===== config.mk =====
export PLATFORM = sky130hd
export DESIGN_NAME = approx_mult_err_monitor
export DESIGN_NICKNAME = d
export VERILOG_FILES = /design/src/rtl/approx_mult_err_monitor.sv
export SDC_FILE = /design/constraint.sdc
export NUM_CORES = 1
export LEC_CHECK = 0
export BUFFER_PORTS_ARGS = -buffer_cell sky130_fd_sc_hd__buf_4
export CAP_MARGIN = 20
export CORE_MARGIN = 5
export CORE_UTILIZATION = 65
export DETAILED_ROUTE_END_ITERATION = 10
export PLACE_DENSITY = 0.87
export SYNTH_ARGS = -nofsm -noshare
export SYNTH_HDL_FRONTEND = slang
export SYNTH_SLANG_ARGS = --single-unit

===== constraint.sdc =====
create_clock -name clk -period 5.25 [get_ports clk]
set_input_delay 0.525 -clock clk [delete_from_list [all_inputs] [get_ports clk]]
set_output_delay 0.525 -clock clk [all_outputs]
set_load 0.005 [all_outputs]

===== src/rtl/approx_mult_err_monitor.sv =====
// Error monitor for 8x8 approximate multipliers.
// Recomputes the exact product of each accepted operand pair and accumulates
// error statistics over a window of N samples: error count, saturating sum of
// error distance, and the largest error distance along with its operands.
module approx_mult_err_monitor #(
    parameter int CNT_W = 17,
    parameter int SUM_W = 40
) (
    input  logic             clk,
    input  logic             rst_n,
    input  logic             start,
    input  logic [CNT_W-1:0] num_samples,
    input  logic             in_valid,
    output logic             in_ready,
    input  logic [7:0]       a,
    input  logic [7:0]       b,
    input  logic [15:0]      r,
    output logic             busy,
    output logic             done,
    output logic [CNT_W-1:0] sample_cnt,
    output logic [CNT_W-1:0] err_cnt,
    output logic [SUM_W-1:0] sum_ed,
    output logic [15:0]      max_ed,
    output logic [7:0]       max_a,
    output logic [7:0]       max_b
);

    typedef enum logic [1:0] {IDLE, RUN, DRAIN, DONE} state_t;

    // Extended width so sum + ed never wraps, even when SUM_W is narrower than ed.
    localparam int EXT_W = ((SUM_W > 16) ? SUM_W : 16) + 1;
    localparam logic [SUM_W-1:0] SUM_MAX = '1;

    state_t           state_reg;
    logic [CNT_W-1:0] n_reg;
    logic [CNT_W-1:0] acc_cnt_reg;
    logic             done_reg;

    // Stage 1: exact product and raw sample
    logic             v1_reg;
    logic [15:0]      exact1_reg;
    logic [15:0]      r1_reg;
    logic [7:0]       a1_reg;
    logic [7:0]       b1_reg;

    // Stage 2: error distance
    logic             v2_reg;
    logic [15:0]      ed2_reg;
    logic [7:0]       a2_reg;
    logic [7:0]       b2_reg;

    // Result registers
    logic [CNT_W-1:0] sample_cnt_reg;
    logic [CNT_W-1:0] err_cnt_reg;
    logic [SUM_W-1:0] sum_ed_reg;
    logic [15:0]      max_ed_reg;
    logic [7:0]       max_a_reg;
    logic [7:0]       max_b_reg;

    logic             accept;
    logic             clear_results;
    logic [15:0]      exact_next;
    logic [15:0]      ed_next;
    logic [EXT_W-1:0] sum_ext;
    logic [SUM_W-1:0] sum_next;

    assign in_ready      = (state_reg == RUN) && (acc_cnt_reg < n_reg);
    assign accept        = in_valid && in_ready;
    assign busy          = (state_reg == RUN) || (state_reg == DRAIN);
    assign done          = done_reg;
    assign clear_results = (state_reg == IDLE) && start;

    assign exact_next = {8'd0, a} * {8'd0, b};
    assign ed_next    = (exact1_reg >= r1_reg) ? (exact1_reg - r1_reg) : (r1_reg - exact1_reg);

    assign sum_ext  = EXT_W'(sum_ed_reg) + EXT_W'(ed2_reg);
    assign sum_next = (sum_ext > EXT_W'(SUM_MAX)) ? SUM_MAX : sum_ext[SUM_W-1:0];

    assign sample_cnt = sample_cnt_reg;
    assign err_cnt    = err_cnt_reg;
    assign sum_ed     = sum_ed_reg;
    assign max_ed     = max_ed_reg;
    assign max_a      = max_a_reg;
    assign max_b      = max_b_reg;

    // Window control: latch N, count accepts, wait for pipeline drain, pulse done
    always_ff @(posedge clk or negedge rst_n) begin
        if (!rst_n) begin
            state_reg   <= IDLE;
            n_reg       <= '0;
            acc_cnt_reg <= '0;
            done_reg    <= 1'b0;
        end else begin
            done_reg <= 1'b0;
            case (state_reg)
                IDLE: begin
                    if (start) begin
                        acc_cnt_reg <= '0;
                        if (num_samples != '0) begin
                            n_reg     <= num_samples;
                            state_reg <= RUN;
                        end else begin
                            n_reg     <= '0;
                            state_reg <= DONE;
                        end
                    end
                end
                RUN: begin
                    if (accept) begin
                        acc_cnt_reg <= acc_cnt_reg + CNT_W'(1);
                        if (acc_cnt_reg + CNT_W'(1) == n_reg)
                            state_reg <= DRAIN;
                    end
                end
                DRAIN: begin
                    if (!v1_reg && !v2_reg)
                        state_reg <= DONE;
                end
                DONE: begin
                    done_reg  <= 1'b1;
                    state_reg <= IDLE;
                end
                default: state_reg <= IDLE;
            endcase
        end
    end

    // Two-stage datapath: exact product, then absolute error distance
    always_ff @(posedge clk or negedge rst_n) begin
        if (!rst_n) begin
            v1_reg     <= 1'b0;
            exact1_reg <= '0;
            r1_reg     <= '0;
            a1_reg     <= '0;
            b1_reg     <= '0;
            v2_reg     <= 1'b0;
            ed2_reg    <= '0;
            a2_reg     <= '0;
            b2_reg     <= '0;
        end else begin
            v1_reg <= accept;
            if (accept) begin
                exact1_reg <= exact_next;
                r1_reg     <= r;
                a1_reg     <= a;
                b1_reg     <= b;
            end
            v2_reg <= v1_reg;
            if (v1_reg) begin
                ed2_reg <= ed_next;
                a2_reg  <= a1_reg;
                b2_reg  <= b1_reg;
            end
        end
    end

    // Accumulate metrics; cleared by an accepted start
    always_ff @(posedge clk or negedge rst_n) begin
        if (!rst_n) begin
            sample_cnt_reg <= '0;
            err_cnt_reg    <= '0;
            sum_ed_reg     <= '0;
            max_ed_reg     <= '0;
            max_a_reg      <= '0;
            max_b_reg      <= '0;
        end else if (clear_results) begin
            sample_cnt_reg <= '0;
            err_cnt_reg    <= '0;
            sum_ed_reg     <= '0;
            max_ed_reg     <= '0;
            max_a_reg      <= '0;
            max_b_reg      <= '0;
        end else if (v2_reg) begin
            sample_cnt_reg <= sample_cnt_reg + CNT_W'(1);
            if (ed2_reg != 16'd0)
                err_cnt_reg <= err_cnt_reg + CNT_W'(1);
            sum_ed_reg <= sum_next;
            // Strict compare keeps the operands of the first sample reaching the max
            if (ed2_reg > max_ed_reg) begin
                max_ed_reg <= ed2_reg;
                max_a_reg  <= a2_reg;
                max_b_reg  <= b2_reg;
            end
        end
    end

endmodule

==> impl_metrics.yaml, run 1 <==
run_status:
  status: "completed"
yosys:
  synthesis.area_um2: 15300
  synthTopCellsByArea: "dfrtp_1 (37%), ha_1 (10%), fa_1 (5.1%), nand2_1 (4.5%), o21ai_0 (3.9%)"
  ys_types: 73
  syn_inst: 1687
  synth-seq-cells: 225
  async_flop_share: 1.00
  synthesis.nets: 1902
  synth_top_area_cell: "dfrtp_1"
  yosys_warnings: 0
  syn_avg_cell_area_um2: 9.06
  seq_area_frac_synth: 0.368
  synth-edff-count: 0
  synth.top_cell.area_share: 0.368
  ys.flop_type: "dfrtp_1"
timing:
  min_period_ps: 4570
  slew_violations: 0
  hold_violations: 0
  worstMarginPinSlew_ps: 1000
  fin_skew_ps: 16.0
  slew_headroom: 0.331
  fin_tns_setup_ps: 0
  rsz0062_at_grt: "no"
  finalSetupViolations: 0
  post-route-period-util: 0.870
  layout_setup_ws_ps: 681
  max_freq_mhz: 219
critical_path:
  slowest_delay_ps: 540
  end_kind: "flop"
  required_ps: 5630
  worstPathMaxFanout: 9
  path_cells: "buf_4, and2_1, fa_1, inv_1, fa_1, inv_1, fa_1, inv_1, fa_1, inv_1, ha_1, or3_1, o211a_1, o21a_1, o21a_1, o41a_1, xnor2_1, o21ai_0"
  crit_path_start_kind: "input port"
  cp.arrival_ps: 4950
  critPathSlowestCell: "fa_1"
  crit_type: "in2reg"
layout:
  largest_reg_flops: 40
  fin_util: 0.748
  area_growth_pct: 14.1
  drive_gt1_frac: 0.139
  nets: 2022
  n_antenna_cell: 0
flow_run:
  maxCapViolations: 0
clock_network:
  cts.sinks: 225
  path_clk_slew_ps: 60
  cts_max_path_buffers: 3
  postCtsHoldBufs: 0
  cts_tree: "built"
  root_buffer: "clkbuf_16"
  cts_setup_buffers: 0
  cts_max_level: 1
  insertion_delay_ps: 520
  ctsResizeCount: 0
  numCtsBuffers: 25
drt:
  viasPerCell: 5.97
  wl_met2_mm: 18.3
  highest_layer: "met4"
  drt_iter0_markers: 1062
  routedWlPerCell_um: 17.4
  wl_met1_mm: 15.5
  ant_nets: 0
  vias: 12800
  firstDrtPassIters: 5
  wl_mm: 37.3
  drc: 0
  wl_met3_mm: 2.48
global_route:
  antenna_found_initial: 0
  grt.total_usage: 0.277
  grt_max_degree: 125
  grt_pass1_wl_mm: 61.7
  grt.overflow.total: 0
  grt_pass1_vias: 12800
power:
  finalPower_w: 0.0106
  p_per_area_nw_per_um2: 605
  worst_ir_drop_vdd_v: 0.000337
  leakagePower_nw: 8.63
placed_design:
  numPortBuffers: 161
  dp_slack_ps: 161
  place_hpwl_mm: 27.1
  gp_congestion: 0.914
die:
  core_um2: 23300
  die_h_um: 163
  ioPinCount: 162
  dieArea_um2: 26700
  die_w_um: 163
  rows: 56
  initial_utilization: 0.655
min_path:
  hold_path.class: "in2async"
[metal layers]
layer	up-vias	global-route usage
met5	-	0
li1	6078	-
met3	84	0.0356
met1	6175	0.374
met4	0	0.0881
met2	465	0.470
[cells in the mapped netlist (all sizes together), types with 6 or more instances]
library cell,count
nor2,139
nor2b,14
xor2,44
nand2b,9
or3,10
a21o,26
mux2i,52
nand3,31
and2,54
o21a,12
nor4,15
clkbuf,44
o21bai,6
o211ai,14
a211oi,9
o221ai,6
xnor2,39
o21ai,120
nor3,36
and3,15
a21oi,80
nand2,183
a311oi,7
and4,14
fa,39
buf,35
o22ai,7
o311ai,14
dfrtp,225
nand4,25
inv,147
a31oi,29
mux2,20
ha,123
[through the flow]
step	hold WS (ps)	instance area, µm²	cells
global route	156	17500	2143
floorplan	229	15300	1687
global placement	452	16600	2099
CTS	130	17500	2143
detailed placement	457	16600	2099
finish	70.6	17500	2143
[cell usage in the layout (no fill, tap or decap), drive strengths merged, types with 44 or more instances in the layout]
| master | n |
|---|---|
| dfrtp | 225 |
| ha | 123 |
| buf | 172 |
| nor2 | 139 |
| xor2 | 44 |
| o21ai | 120 |
| mux2i | 52 |
| a21oi | 80 |
| inv | 148 |
| and2 | 54 |
| nand2 | 183 |
[final cells by class]
type | count | area (µm²)
Clock buffer | 34 | 719
Sequential cell | 225 | 5630
Inverter | 147 | 552
Tap cell | 319 | 399
Fill cell | 1678 | 5880
Multi-Input combinational cell | 1236 | 8740
Clock inverter | 10 | 110
Timing Repair Buffer | 172 | 1300
[kinds of logic (layout without fill, tap and decap cells)]
kind of cell,count (synthesis),count (layout),share of synthesized area
buffers and inverters,226,363,0.0605
flip-flops,225,225,0.368
AO/OA/AOI/OAI,359,359,0.147
multiplexers,72,72,0.0488
XOR/XNOR,83,83,0.0475
AND/OR/NAND/NOR,560,560,0.176
adder cells (fa/ha/maj),162,162,0.152
[critical path: cells and delay by family]
kind	cells	cell delay, ps
and+or+nand+nor	2	560
AOI/OAI and AO/OA	5	990
xor gates and xnor gates	1	150
adders and majority gates	5	2350
buffers and inverters	5	360
[path summary, 6_finish.rpt]
path,cells past startpoint,from,end,slack [ps]
worst max register to register,12,exact1_reg[11]$_DFFE_PN0P_,ed2_reg[8]$_DFFE_PN0P_,1660
max in group asynchronous,2,rst_n,sum_ed[20]$_DFFE_PN0P_,3850
worst max-delay path,18,a[2],exact1_reg[15]$_DFFE_PN0P_,680
min in group clk,3,r[8],r1_reg[8]$_DFFE_PN0P_,200
worst min register to register,2,a1_reg[3]$_DFFE_PN0P_,a1_reg[3]$_DFFE_PN0P_,470
worst min-delay path,1,rst_n,err_cnt[9]$_DFFE_PN0P_,70
[report_power, final]
group	leakage, nW	internal (W)	switching [W]
sequential	2.90	0.00235	0.000581
combinational	5.31	0.00249	0.00336
clock	0.411	0.00105	0.000710
Power figures use the tool's default switching activity.
==> run 2: changes to the inputs <==
GPL_TIMING_DRIVEN = 0   (was unset)
==> run 2 against run 1 <==
Cell area increased by 1.8%. Critical endpoint unchanged. Core utilization up 1.3 points. Sequential power about the same. Count of clock-buffer cells in the layout rose by 1. Sequential share of layout area decreased by 0.57 points. Clock power is 5% higher. First-iteration DRC count up 10%. Non-clock buffer count rose by 64.
==> impl_metrics.yaml, run 2 (synthesis gave the netlist of run 1 again) <==
critical_path:
  rrSetupSlack_ps: 2000
  timing.rr.start: "acc_cnt_reg[0]$_DFFE_PN0P_"
  rr_worst_depth: 13
  crit_type: "in2reg"
  end_kind: "flop"
  required_ps: 5630
  crit_path_start_kind: "input port"
  r2r_end: "exact1_reg[11]$_DFFE_PN0P_"
  cp.arrival_ps: 5270
  worstPathMaxFanout: 9
min_path:
  hold_path.class: "in2async"
clock_network:
  path_clk_slew_ps: 60
  cts_max_level: 1
  postCtsHoldBufs: 0
  root_buffer: "clkbuf_16"
  numCtsBuffers: 26
  cts_max_path_buffers: 3
  cts.sinks: 225
  cts_setup_buffers: 0
  ctsResizeCount: 0
  cts_tree: "built"
  insertion_delay_ps: 530
timing:
  finalSetupViolations: 0
  hold_violations: 0
  worstMarginPinSlew_ps: 820
  max_freq_mhz: 204
  post-route-period-util: 0.933
  slew_violations: 0
  fin_skew_ps: 20.9
  hold_slack_ps: 21.2
  slew_headroom: 0.453
  rsz0062_at_grt: "no"
  min_period_ps: 4900
layout:
  mostFrequentLayoutCells: "dfrtp_1 (225), nand2_1 (183), buf_4 (162)"
  nets: 2087
  layout.area.seq_um2: 5630
  fill_cells: 1620
  drive_gt1_frac: 0.140
  area_growth_pct: 16.2
  final_common_cell: "dfrtp_1"
  n_antenna_cell: 0
  multi_input_area_um2: 8740
  largest_reg_flops: 40
  stdcell_count: 2210
drt:
  routedWlPerCell_um: 18.7
  wl_mm: 41.3
  drc: 0
  firstDrtPassIters: 5
  vias: 13500
  viasPerCell: 6.09
  ant_nets: 0
  drt_iter0_markers: 1168
die:
  die_w_um: 163
  dieArea_um2: 26700
  rows: 56
  core_um2: 23300
  initial_utilization: 0.655
  ioPinCount: 162
  die_h_um: 163
placed_design:
  numPortBuffers: 156
  dpl.cell_count: 2163
  place_hpwl_mm: 30.9
  gp_congestion: 0.917
global_route:
  grt.overflow.total: 0
  grt_pass1_wl_mm: 66.9
  antenna_found_initial: 0
  grt_max_degree: 122
  grt.total_usage: 0.308
  grt_pass1_vias: 13400
flow_run:
  maxCapViolations: 0
run_status:
  status: "completed"
power:
  p_per_area_nw_per_um2: 619
  worst_ir_drop_vdd_v: 0.000466
  leakagePower_nw: 8.77
[run 2: area by class of cell]
class | count | share of cell area
clock inverters | 12 | 0.00852
clock buffers | 35 | 0.0403
flip-flops and latches | 225 | 0.317
multi-input cells | 1236 | 0.492
plain buffers | 79 | 0.0210
repair buffers | 157 | 0.0679
inverters | 147 | 0.0311
well taps | 319 | 0.0225
[run 2: through the flow]
| stage | instance area [µm²] | utilization | setup TNS (ps) | setup slack [ps] | total power [W] |
|---|---|---|---|---|---|
| floorplan | 15300 | - | 0 | 348 | 0.00715 |
| global placement | 16900 | 0.723 | -29.8 | -29.8 | 0.00879 |
| detailed placement | 16900 | 0.724 | -143 | -143 | 0.00901 |
| CTS | 17800 | 0.761 | 0 | 368 | 0.0109 |
| global route | 17800 | 0.761 | 0 | 106 | 0.0118 |
| finish | 17800 | 0.761 | 0 | 354 | 0.0110 |
[run 2: routing by layer]
layer,vias to the layer above,GRT usage,share of wire
met5,-,0,0
met4,0,0.108,0.035
met3,109,0.0376,0.076
met2,609,0.532,0.49
met1,6522,0.405,0.40
li1,6220,-,-
[run 2: worst max-delay path, cell delays in order]
cell and delay (ps):
clkbuf_1 360, nand2_1 170, fa_1 550, fa_1 550
inv_1 60, fa_1 560, inv_1 80, fa_1 530
inv_1 40, ha_1 230, or3_1 360, o211a_1 220
o21a_1 180, o21a_1 190, o41a_1 320, xnor2_1 240
o21ai_0 100
[run 2: power breakdown]
part | total (W) | internal [W] | leakage [nW] | switching (W)
sequential | 0.00292 | 0.00235 | 2.90 | 0.000564
clock | 0.00184 | 0.00111 | 0.419 | 0.000737
combinational | 0.00623 | 0.00260 | 5.45 | 0.00363
[run 2: worst max-delay path by stage]
stage,startpoint,to,slack (ps),depth (start not counted)
final,b[7],exact1_reg[15]$_DFFE_PN0P_,350,17
after global routing,b[7],exact1_reg[15]$_DFFE_PN0P_,110,17
after CTS,b[7],exact1_reg[15]$_DFFE_PN0P_,370,17
after detailed placement,b[7],exact1_reg[15]$_DFFE_PN0P_,-140,17
after global placement,b[7],exact1_reg[15]$_DFFE_PN0P_,-30,18
after floorplan,b[7],exact1_reg[15]$_DFFE_PN0P_,350,18
==> run 3: changes to the inputs <==
CORE_UTILIZATION = 45   (was 65)
PLACE_DENSITY = unset   (was 0.87)
==> run 3 against run 2 <==
Critical path depth unchanged. Setup slack improved by 140 ps. Sequential power about the same. Fmax increased by 2.9%. First-iteration DRC count decreased by 38%. Clock power about the same. Flip-flop and latch count unchanged. Clock skew decreased by 11 ps. Hold slack improved by 31 ps. Sequential share of layout area decreased by 0.31 points. Global-route usage decreased by 9.4 points. Routed wire length about the same. Largest power group unchanged.
==> impl_metrics.yaml, run 3 (synthesis gave the netlist of run 1 again) <==
timing:
  fin_tns_setup_ps: 0
  max_freq_mhz: 210
  min_period_ps: 4760
  post-route-period-util: 0.907
  hold_violations: 0
  worstMarginPinSlew_ps: 831
  finalSetupViolations: 0
  rsz0062_at_grt: "no"
  fin_skew_ps: 10.2
  slew_headroom: 0.446
  slew_violations: 0
  layout_setup_ws_ps: 490
clock_network:
  postCtsHoldBufs: 0
  cts.sinks: 225
  ctsResizeCount: 0
  cts_tree: "built"
  path_clk_slew_ps: 60
  cts_max_level: 1
  insertion_delay_ps: 530
  numCtsBuffers: 26
  root_buffer: "clkbuf_16"
  cts_max_path_buffers: 3
  cts_setup_buffers: 0
drt:
  viasPerCell: 5.44
  routedWlPerCell_um: 17.7
  vias: 12700
  firstDrtPassIters: 5
  wl_mm: 41.3
  drc: 0
  drt_iter0_markers: 725
  ant_nets: 0
global_route:
  grt_max_degree: 119
  grt.overflow.total: 0
  grt.total_usage: 0.215
  grt_pass1_wl_mm: 67.8
  grt_pass1_vias: 12800
  antenna_found_initial: 0
placed_design:
  place_hpwl_mm: 31.5
  gp_congestion: 0.887
  dp_slack_ps: -54.1
  dpl.cell_count: 2292
  numPortBuffers: 156
die:
  ioPinCount: 162
  die_w_um: 194
  initial_utilization: 0.456
  dieArea_um2: 37800
  die_h_um: 194
  rows: 67
  core_um2: 33500
critical_path:
  slowest_delay_ps: 550
  end_kind: "flop"
  path_cells: "clkbuf_1, nand2_1, fa_1, fa_1, inv_1, fa_1, inv_1, fa_1, inv_1, ha_1, or3_1, o211a_1, o21a_1, o21a_1, o41a_1, xnor2_1, o21ai_0"
  crit_top_cell: "fa_1"
  cp.arrival_ps: 5150
  critPathSlowestCell: "fa_1"
  worstPathMaxFanout: 9
  crit_type: "in2reg"
  path_buf_inv: 4
  crit_family: "adder cells"
  required_ps: 5640
  crit_path_start_kind: "input port"
layout:
  largest_reg_flops: 40
  mostFrequentLayoutCells: "dfrtp_1 (225), nand2_1 (183), buf_4 (162)"
  drive_gt1_frac: 0.141
  nets: 2087
  stdcell_count: 2339
  area_growth_pct: 17.3
  final_common_cell: "dfrtp_1"
  n_antenna_cell: 0
power:
  p_per_area_nw_per_um2: 605
  worst_ir_drop_vdd_v: 0.000262
  leakagePower_nw: 8.78
flow_run:
  maxCapViolations: 0
min_path:
  hold_path.class: "in2async"
run_status:
  status: "completed"
-- run 3: layer usage --
metal / up-vias / wire length, µm / track usage
li1: 6217 / - / -
met2: 287 / 19400 / 0.357
met3: 38 / 1950 / 0.0260
met5: - / 0 / 0
met4: 0 / 695 / 0.0404
met1: 6188 / 19300 / 0.307
-- run 3: worst paths after layout --
check | cells after the start | end | startpoint | slack (ps)
max reg2reg | 12 | sum_ed[27]$_DFFE_PN0P_ | ed2_reg[0]$_DFFE_PN0P_ | 2090
min in group clk | 3 | r1_reg[11]$_DFFE_PN0P_ | r[11] | 200
max in group asynchronous | 2 | max_a[1]$_DFFE_PN0P_ | rst_n | 4100
min | 1 | err_cnt[14]$_DFFE_PN0P_ | rst_n | 50
min reg2reg | 0 | v2_reg$_DFF_PN0_ | v1_reg$_DFF_PN0_ | 370
max | 17 | exact1_reg[15]$_DFFE_PN0P_ | b[7] | 490
-- run 3: layout make-up --
type	count	area, µm²
plain buffers	79	373
clock buffers	38	777
clock inverters	9	101
fillers	3166	15600
inverters	147	552
multi-input cells	1236	8740
flip-flops and latches	225	5630
well taps	448	561
repair buffers	157	1210
-- run 3: worst reg2reg max path, cell delays in order, from the launching register on --
cell      delay (ps)
dfrtp_1          440
ha_1             220
inv_1             70
fa_1             200
nor2b_1           60
o21a_1           180
o21ai_0          320
a211oi_1         150
o21ai_0          470
nand2b_1         190
nand2_1          200
nor2_1           370
a211oi_1         140
-- run 3: power by group --
group	total [W]	switching, W	internal [W]
clock network	0.00185	0.000727	0.00112
registers	0.00289	0.000541	0.00235
logic	0.00611	0.00352	0.00259
-- run 3: stage by stage --
step           total power [W]  cell area, µm²   util  hold slack, ps
2_1_floorplan          0.00715           15300      -             229
3_3_place_gp           0.00892           17000  0.508             359
3_5_place_dp           0.00902           17100  0.509             361
4_1_cts                 0.0109           17900  0.535            85.0
5_1_grt                 0.0118           17900  0.535             130
6_report                0.0108           17900  0.535            52.1
